## src/rtl/weight_stream_mem.sv

```systemverilog
// Banked weight memory: loads NUM_NEURON x NUM_WEIGHT words in neuron-major
// order, then streams every weight index with all banks read in parallel
// behind a valid/ready handshake.
module weight_stream_mem #(
  parameter int NUM_WEIGHT = 30,
  parameter int NUM_NEURON = 4,
  parameter int DATA_WIDTH = 16,
  parameter int ADDR_WIDTH = (NUM_WEIGHT > 1) ? $clog2(NUM_WEIGHT) : 1
) (
  input  logic                             clk,
  input  logic                             rst_n,
  input  logic                             load_start,
  input  logic                             ld_valid,
  input  logic [DATA_WIDTH-1:0]            ld_data,
  output logic                             ld_ready,
  output logic                             load_done,
  output logic                             loaded,
  input  logic                             rd_start,
  input  logic                             w_ready,
  output logic                             w_valid,
  output logic [NUM_NEURON*DATA_WIDTH-1:0] w_out,
  output logic [ADDR_WIDTH-1:0]            w_idx,
  output logic                             w_last,
  output logic                             busy
);

  // A one-entry dimension still needs a 1-bit counter.
  localparam int NRN_WIDTH = (NUM_NEURON > 1) ? $clog2(NUM_NEURON) : 1;
  localparam logic [ADDR_WIDTH-1:0] LAST_WT  = ADDR_WIDTH'(NUM_WEIGHT - 1);
  localparam logic [NRN_WIDTH-1:0]  LAST_NRN = NRN_WIDTH'(NUM_NEURON - 1);

  typedef enum logic [1:0] {
    S_IDLE   = 2'd0,
    S_LOAD   = 2'd1,
    S_STREAM = 2'd2
  } state_t;

  state_t                state_q, state_d;
  logic [NRN_WIDTH-1:0]  nrn_cnt_q, nrn_cnt_d;
  logic [ADDR_WIDTH-1:0] wt_cnt_q, wt_cnt_d;
  logic [ADDR_WIDTH-1:0] rd_cnt_q, rd_cnt_d;
  logic                  rd_all_q, rd_all_d;   // every index has been read
  logic                  loaded_q, loaded_d;
  logic                  load_done_q, load_done_d;
  logic                  w_valid_q, w_valid_d;
  logic [ADDR_WIDTH-1:0] w_idx_q, w_idx_d;
  logic                  w_last_q, w_last_d;
  logic                  wr_en;
  logic                  rd_en;
  logic                  advance;

  // Per-bank read registers; these are the w_out flops themselves.
  logic [DATA_WIDTH-1:0] w_out_q [NUM_NEURON];

  // Next-state, counter and handshake logic.
  always_comb begin
    state_d     = state_q;
    nrn_cnt_d   = nrn_cnt_q;
    wt_cnt_d    = wt_cnt_q;
    rd_cnt_d    = rd_cnt_q;
    rd_all_d    = rd_all_q;
    loaded_d    = loaded_q;
    load_done_d = 1'b0;
    w_valid_d   = w_valid_q;
    w_idx_d     = w_idx_q;
    w_last_d    = w_last_q;
    wr_en       = 1'b0;
    rd_en       = 1'b0;
    advance     = !w_valid_q || w_ready;

    case (state_q)
      S_IDLE: begin
        // load_start has priority; a coincident rd_start is dropped.
        if (load_start) begin
          state_d   = S_LOAD;
          loaded_d  = 1'b0;
          nrn_cnt_d = '0;
          wt_cnt_d  = '0;
        end else if (rd_start && loaded_q) begin
          state_d  = S_STREAM;
          rd_cnt_d = '0;
          rd_all_d = 1'b0;
        end
      end

      S_LOAD: begin
        if (ld_valid) begin
          wr_en = 1'b1;
          if (wt_cnt_q == LAST_WT) begin
            wt_cnt_d = '0;
            if (nrn_cnt_q == LAST_NRN) begin
              nrn_cnt_d   = '0;
              state_d     = S_IDLE;
              loaded_d    = 1'b1;
              load_done_d = 1'b1;
            end else begin
              nrn_cnt_d = nrn_cnt_q + NRN_WIDTH'(1);
            end
          end else begin
            wt_cnt_d = wt_cnt_q + ADDR_WIDTH'(1);
          end
        end
      end

      S_STREAM: begin
        if (advance) begin
          if (!rd_all_q) begin
            rd_en     = 1'b1;
            w_valid_d = 1'b1;
            w_idx_d   = rd_cnt_q;
            w_last_d  = (rd_cnt_q == LAST_WT);
            if (rd_cnt_q == LAST_WT) begin
              rd_all_d = 1'b1;
            end else begin
              rd_cnt_d = rd_cnt_q + ADDR_WIDTH'(1);
            end
          end else begin
            // Only reachable once the w_last beat has been accepted.
            w_valid_d = 1'b0;
            state_d   = S_IDLE;
          end
        end
      end

      default: state_d = S_IDLE;
    endcase
  end

  // Control registers.
  always_ff @(posedge clk or negedge rst_n) begin
    if (!rst_n) begin
      state_q     <= S_IDLE;
      nrn_cnt_q   <= '0;
      wt_cnt_q    <= '0;
      rd_cnt_q    <= '0;
      rd_all_q    <= 1'b0;
      loaded_q    <= 1'b0;
      load_done_q <= 1'b0;
      w_valid_q   <= 1'b0;
      w_idx_q     <= '0;
      w_last_q    <= 1'b0;
    end else begin
      state_q     <= state_d;
      nrn_cnt_q   <= nrn_cnt_d;
      wt_cnt_q    <= wt_cnt_d;
      rd_cnt_q    <= rd_cnt_d;
      rd_all_q    <= rd_all_d;
      loaded_q    <= loaded_d;
      load_done_q <= load_done_d;
      w_valid_q   <= w_valid_d;
      w_idx_q     <= w_idx_d;
      w_last_q    <= w_last_d;
    end
  end

  genvar gi;
  generate
    for (gi = 0; gi < NUM_NEURON; gi++) begin : g_bank
      logic [DATA_WIDTH-1:0] mem [NUM_WEIGHT];

      // Bank write port; contents survive reset.
      always_ff @(posedge clk) begin
        if (wr_en && (nrn_cnt_q == NRN_WIDTH'(gi))) begin
          mem[wt_cnt_q] <= ld_data;
        end
      end

      // Registered bank read; holds while the consumer stalls.
      always_ff @(posedge clk or negedge rst_n) begin
        if (!rst_n) begin
          w_out_q[gi] <= '0;
        end else if (rd_en) begin
          w_out_q[gi] <= mem[rd_cnt_q];
        end
      end

      assign w_out[gi*DATA_WIDTH +: DATA_WIDTH] = w_out_q[gi];
    end
  endgenerate

  assign ld_ready  = (state_q == S_LOAD);
  assign load_done = load_done_q;
  assign loaded    = loaded_q;
  assign w_valid   = w_valid_q;
  assign w_idx     = w_idx_q;
  assign w_last    = w_last_q;
  assign busy      = (state_q != S_IDLE);

endmodule

```

## config.mk

```make
export PLATFORM = sky130hd
export DESIGN_NAME = weight_stream_mem
export DESIGN_NICKNAME = d
export VERILOG_FILES = /design/src/rtl/weight_stream_mem.sv
export SDC_FILE = /design/constraint.sdc
export NUM_CORES = 2
export LEC_CHECK = 0
export BUFFER_PORTS_ARGS = -buffer_cell sky130_fd_sc_hd__buf_4
export CORE_MARGIN = 1
export CORE_UTILIZATION = 30
export CTS_CLUSTER_DIAMETER = 60
export CTS_CLUSTER_SIZE = 40
export DETAILED_ROUTE_END_ITERATION = 12
export GPL_TIMING_DRIVEN = 0
export SLEW_MARGIN = 25
export SYNTH_ARGS = -nofsm -noshare
export SYNTH_HDL_FRONTEND = slang
export SYNTH_SLANG_ARGS = --single-unit
```

## constraint.sdc

```tcl
create_clock -name clk -period 3.4 [get_ports clk]
set_input_delay 0.34 -clock clk [delete_from_list [all_inputs] [get_ports clk]]
set_output_delay 0.34 -clock clk [all_outputs]
set_load 0.005 [all_outputs]
```

Yosys cells after proc, flatten, opt, wreduce, memory -nomap -nowiden --
Memory sizes are Yosys's and may differ from the RTL's. A register that Yosys moved wholly into a read port is not among the register bits. Index checks and enable logic that the tools add are counted.
Cells by class: add/sub/neg operators 3, multipliers 0, div/mod/pow operators 0, magnitude comparators 0, equal/unequal tests 18, shift-type cells 0, mux-type cells 51, bitwise operators 1, reductions and logical operators 24
Operator list (number):
- 2-to-1 mux 5 bit | 8
- 2-to-1 mux 1 bit | 26
- 2-to-1 mux 2 bit | 11
- one-hot mux 5 bit (2 select lines) | 2
- != test 2 bit (second input constant) | 8
- AND reduction 6 bit | 2
- adder 5 x 1 -> 5 bit (second input constant) | 2
- equality test 5 bit (second input constant) | 2
- AND reduction 4 bit | 2
- equality test 2 bit (second input constant) | 3
- one-hot mux 2 bit (3 select lines) | 1
- AND reduction 3 bit | 2
- nonzero test 2 bit | 3
- logical AND 1 bit | 5
- zero test 1 bit | 5
- AND reduction 5 bit | 1
- equality test 2 x 1 -> 1 bit (second input constant) | 2
- zero test 2 bit | 2
- != test 2 x 1 -> 1 bit (second input constant) | 2
- one-hot mux 1 bit (2 select lines) | 2
- one-hot mux 2 bit (2 select lines) | 1
- != test 3 bit (second input constant) | 1
- adder 2 x 1 -> 2 bit (second input constant) | 1
- AND reduction 2 bit | 1
- other kinds (2) | 2
Word-level totals: bits in registers 24, bits in latches 0, bits in writable memories 1920, memory bits (read-only) 0, input bits 22, output and inout port bits 75, word-level logic and storage cells 111, memories kept 4
Memories:
- g_bank[0].mem | depth 30, width 16, rd ports 1, clocked after memory_dff 1, wr ports 1, RTL line 159 | logic [DATA_WIDTH-1:0] mem [NUM_WEIGHT];
- g_bank[1].mem | depth 30, width 16, rd ports 1, clocked after memory_dff 1, wr ports 1, RTL line 159
- g_bank[2].mem | depth 30, width 16, rd ports 1, clocked after memory_dff 1, wr ports 1, RTL line 159
- g_bank[3].mem | depth 30, width 16, rd ports 1, clocked after memory_dff 1, wr ports 1, RTL line 159

Longest topological paths before layout --
depth after elaboration 5, mapped depth 11

Worst setup path before layout --
No wires, ideal clock.
path kind register to register, start point register rd_cnt_q[1], end point register rd_cnt_q[2], library setup time 0.079 ns, data arrival time 2.351 ns, data required time 3.321 ns, slack 0.969 ns, cell stages (with the launch flop) 12, path buffers 5, period minus slack after synthesis 2.431 ns, cell sequence dfrtp_1 buf_2 buf_4 buf_2 buf_2 buf_2 inv_1 ha_1 nand4_1 a21boi_0 nor4b_1 mux2i_1
On the way: cells in the longest elaborated chain, start to end 5
RTL lines:
- from (decl) | RTL line 41 | logic [ADDR_WIDTH-1:0] rd_cnt_q, rd_cnt_d;
- from (signal assigned) | RTL line 146 | rd_cnt_q <= rd_cnt_d;
- adder 5 x 1 -> 5 bit | RTL line 115 | rd_cnt_d = rd_cnt_q + ADDR_WIDTH'(1);
- 2-to-1 mux 5 bit | RTL line 112 | if (rd_cnt_q == LAST_WT) begin
- 2-to-1 mux 5 bit | RTL line 107 | if (!rd_all_q) begin
- 2-to-1 mux 5 bit | RTL line 106 | if (advance) begin
- one-hot mux 5 bit (2 select lines) | RTL line 71 | case (state_q)
Parallel ways exist; a longest one is shown, timed or not. The select of a mux whose other input is x is not followed. A chain may end at the register's enable or synchronous reset.

==> summary.txt <==
Outcome
  • Status: finished, violations left
  • Failing checks: setup timing

Floorplan
  • Die H: 510 µm
  • Ports: a little under 100
  • Die width: a little over 500 µm
  • Starting Density: 0.303
  • Core region area: 0.255 mm²
  • Row cnt: ~190
  • Die ar.: 0.260 mm²

STA
  • Worst-Margin Slew: roughly 1.1 ns
  • Crit path time final: between 3 and 4 ns
  • Slew margin rel.: 0.238
  • Hold Fails Final Rpt: 0
  • Final WS setup: -0.0467 ns
  • Unrepaired setup endpoints after global routing: no
  • Final slew viol count: 0
  • Period utilization: 1.01
  • Achievable Freq: ~290 MHz
  • Setup Skew: about 0.05 ns
  • Final setup violation count: 1

Critical path
  • Worst R2R End: w_out[61]$_DFFE_PN0P_
  • R2R Setup Slk: -0.05 ns
  • Critical setup path kind: reg2reg
  • Critical Path AT: 4.10 ns
  • Crit path max fanout: 10
  • Reg2reg path depth: 7
  • RR Startpoint: rd_cnt_q[1]$_DFFE_PN0P_
  • Required @ worst endpoint: 4.05 ns
  • CP endpoint kind: flop
  • Crit start category: flop

Global route
  • First-pass GRT wire length: between 300000 and 400000 µm
  • Vias in the first global route: 39200
  • Gr ovfl total: 0
  • Largest net degree at the start of global routing: ~120
  • Tot GR Track Use: 0.180
  • Initial antenna violation count: 19

Place
  • Final HPWL DP: ~160000 µm
  • Gp weighted congestion: 0.911
  • Port Buf Inserts: 96
  • Pre-CTS setup slack: -0.492 ns

CTS
  • CTS tree: yes
  • CTS Buf Count: between 100 and 150
  • H-tree levels: 4
  • Sink Count: between 2000 and 2500
  • Reg clk slew, reported paths: around 0.090 ns
  • Skew-Pair Late Insertion Delay: between 0.8 and 0.9 ns
  • CTS root buf: clkbuf_16
  • CTS max path bufs: 3

Job
  • Maxcap violations: 0

Route
  • Routed len/inst: 31.1 µm
  • Vias post-DR: 40400
  • Vias per std cell: 5.30
  • Final WL: ~240000 µm
  • TritonRoute pass-1 iters: 6
  • Iter 0 DRT Violations: slightly below 6000
  • Antenna Nets Post-Route: 0
  • DRC viols: 0

Power and ir drop
  • Power per cell area: ~530 mW/mm²
  • VDD IR max: between 0.4 and 0.5 mV
  • Static leakage: roughly 27 nW

Logic synthesis
  • Synth Area per Inst: between 20 and 25 µm²
  • Post-synthesis cell count: approximately 3800
  • Synth Register Bits: 2008
  • Synth unique cells: 52
  • Main synth FF type: edfxtp_1
  • Sequential fraction of the synthesis area: 0.774
  • Mapped Area: just under 0.08 mm²
  • Asr flop ratio synth: 0.0438
  • Number of synthesized flops with an enable pin: between 1500 and 2000
  • Mapped Nets: 3815
  • YS warnings: 0

Min path
  • Hold endpoint: g_bank[3].mem[7][10]$_DFFE_PP_
  • Hold Path Stages: 1
  • Hold_sp: ld_data[10]
  • HP Class: in2reg

Finish
  • Area grow syn2layout: 16.8%
  • Final net count: 4155
  • Layout cell share with drive strength beyond 1: 0.274
  • Most common cell after layout, fill and taps aside: edfxtp_1
  • Commonest cells after routing, fill and taps aside: edfxtp_1 (1920), mux4_2 (327), mux2i_1 (316), nand2_1 (168), a22oi_1 (159)
  • Util after Layout: 0.354
[kinds of logic (layout without fill, tap and decap cells)]
family / after synthesis / after routing / share of synthesized area
buffers and inverters: 227 / 680 / 0.0134
adder cells (fa/ha/maj): 10 / 10 / 0.00162
flip-flops: 2008 / 2008 / 0.774
AND/OR/NAND/NOR: 473 / 473 / 0.0270
AO/OA/AOI/OAI: 305 / 305 / 0.0305
other: 0 / 8 / 0
multiplexers: 760 / 760 / 0.153
[per-stage QoR]
| step | cells | cell area, µm² | TNS (ns) | hold slack (ns) | power, mW |
|---|---|---|---|---|---|
| after floorplan | 3783 | 77300 | 0 | 0.0444 | 28.9 |
| after global placement | 7245 | 82200 | -603.88 | 0.489 | 29.8 |
| after detailed placement | 7325 | 84900 | -4.03 | 0.203 | 30.3 |
| after CTS | 7581 | 89800 | 0 | 0.0240 | 47.8 |
| after global routing | 7603 | 90300 | 0 | 0.00387 | 48.8 |
| final | 7610 | 90300 | -0.0467 | 0.0179 | 47.8 |
[flip-flops by register name, indices dropped and copies added (netlist names)]
name	cells
g_bank.mem	1920
load_done	1
loaded	1
nrn_cnt_q	2
rd_all_q	1
rd_cnt_q	5
state_q	2
w_idx	5
w_last	1
w_out	64
w_valid	1
wt_cnt_q	5
[what timing repair did]
action,in CTS,in global routing
endpoints found under the setup margin,27,19
pin swaps,0,1
setup buffers,0,0
gates resized for setup,12,18
endpoints found under the hold margin,92,273
cloned,0,0
hold buffers,6,10
[Yosys cell counts (all sizes together) (4+ instances only)]
cell     count  area (µm²)
nor4         6        52.6
ha          10         125
o21ai        5        25.0
mux2       117        1320
nand3       97         485
buf        126         656
a21oi       10        50.1
a21boi       5        37.5
a211oi      19         143
o2111ai     18         158
a32oi       41         359
o31ai        5        37.5
inv         10        37.5
a222oi       4        40.0
a22oi      159        1190
nand4        4        25.0
and2         7        43.8
a31oi        6        37.5
a211o        4        35.0
nand2b       4        25.0
nand2      168         631
nor2b       14        87.6
and4         6        52.6
mux4       327        7360
nor2       154         581
clkbuf      91         342
dfrtp       88        2200
edfxtp    1920       57700
a22o        18         158
mux2i      316        3160
[how the worst max path moves through the flow]
stage,from,to,slack (ns),cells after the start
floorplan,rd_cnt_q[1]$_DFFE_PN0P_,rd_cnt_q[2]$_DFFE_PN0P_,0.97,11
finish,rd_cnt_q[1]$_DFFE_PN0P_,w_out[61]$_DFFE_PN0P_,-0.05,7
CTS,rd_cnt_q[2]$_DFFE_PN0P_,w_out[38]$_DFFE_PN0P_,0.003,6
global route,rd_cnt_q[0]$_DFFE_PN0P_,w_out[55]$_DFFE_PN0P_,0.03,10
global placement,state_q[0]$_DFFE_PN0P_,w_out[0]$_DFFE_PN0P_,-1.12,5
detailed placement,rd_cnt_q[1]$_DFFE_PN0P_,rd_cnt_q[2]$_DFFE_PN0P_,-0.49,11
[routing by layer]
metal / GRT usage / share of wire / vias to the layer above
met5: 0.00292 / 0.00073 / -
met4: 0.0676 / 0.041 / 10
met3: 0.0476 / 0.11 / 413
met2: 0.278 / 0.46 / 2239
met1: 0.241 / 0.40 / 21500
li1: - / - / 16200
[worst max-delay path, cell delays in order, from the launching register on]
cell and delay (ns):
dfrtp_1 0.35, buf_2 0.21, buf_4 0.30, buf_2 0.48, buf_2 0.59, mux4_2 0.45
a211oi_2 0.68, o2111ai_1 0.21
[final cells by class]
class | instances | area [µm²]
Inverter | 10 | 37.5
Multi-Input combinational cell | 1548 | 17500
Clock buffer | 149 | 3540
Sequential cell | 2008 | 59900
Tap cell | 3366 | 4210
Fill cell | 23500 | 165000
Clock inverter | 101 | 1190
Timing Repair Buffer | 203 | 2920
Antenna cell | 8 | 20.0
Buffer | 217 | 1050
[power by group]
group          leakage (nW)  switching, mW  internal [mW]
sequential             18.4          0.125           27.5
combinational          6.32           1.75          0.473
clock                  2.30           9.38           8.51
total                  27.0           11.3           36.5
Note: power is estimated with default switching activity, not from simulation.
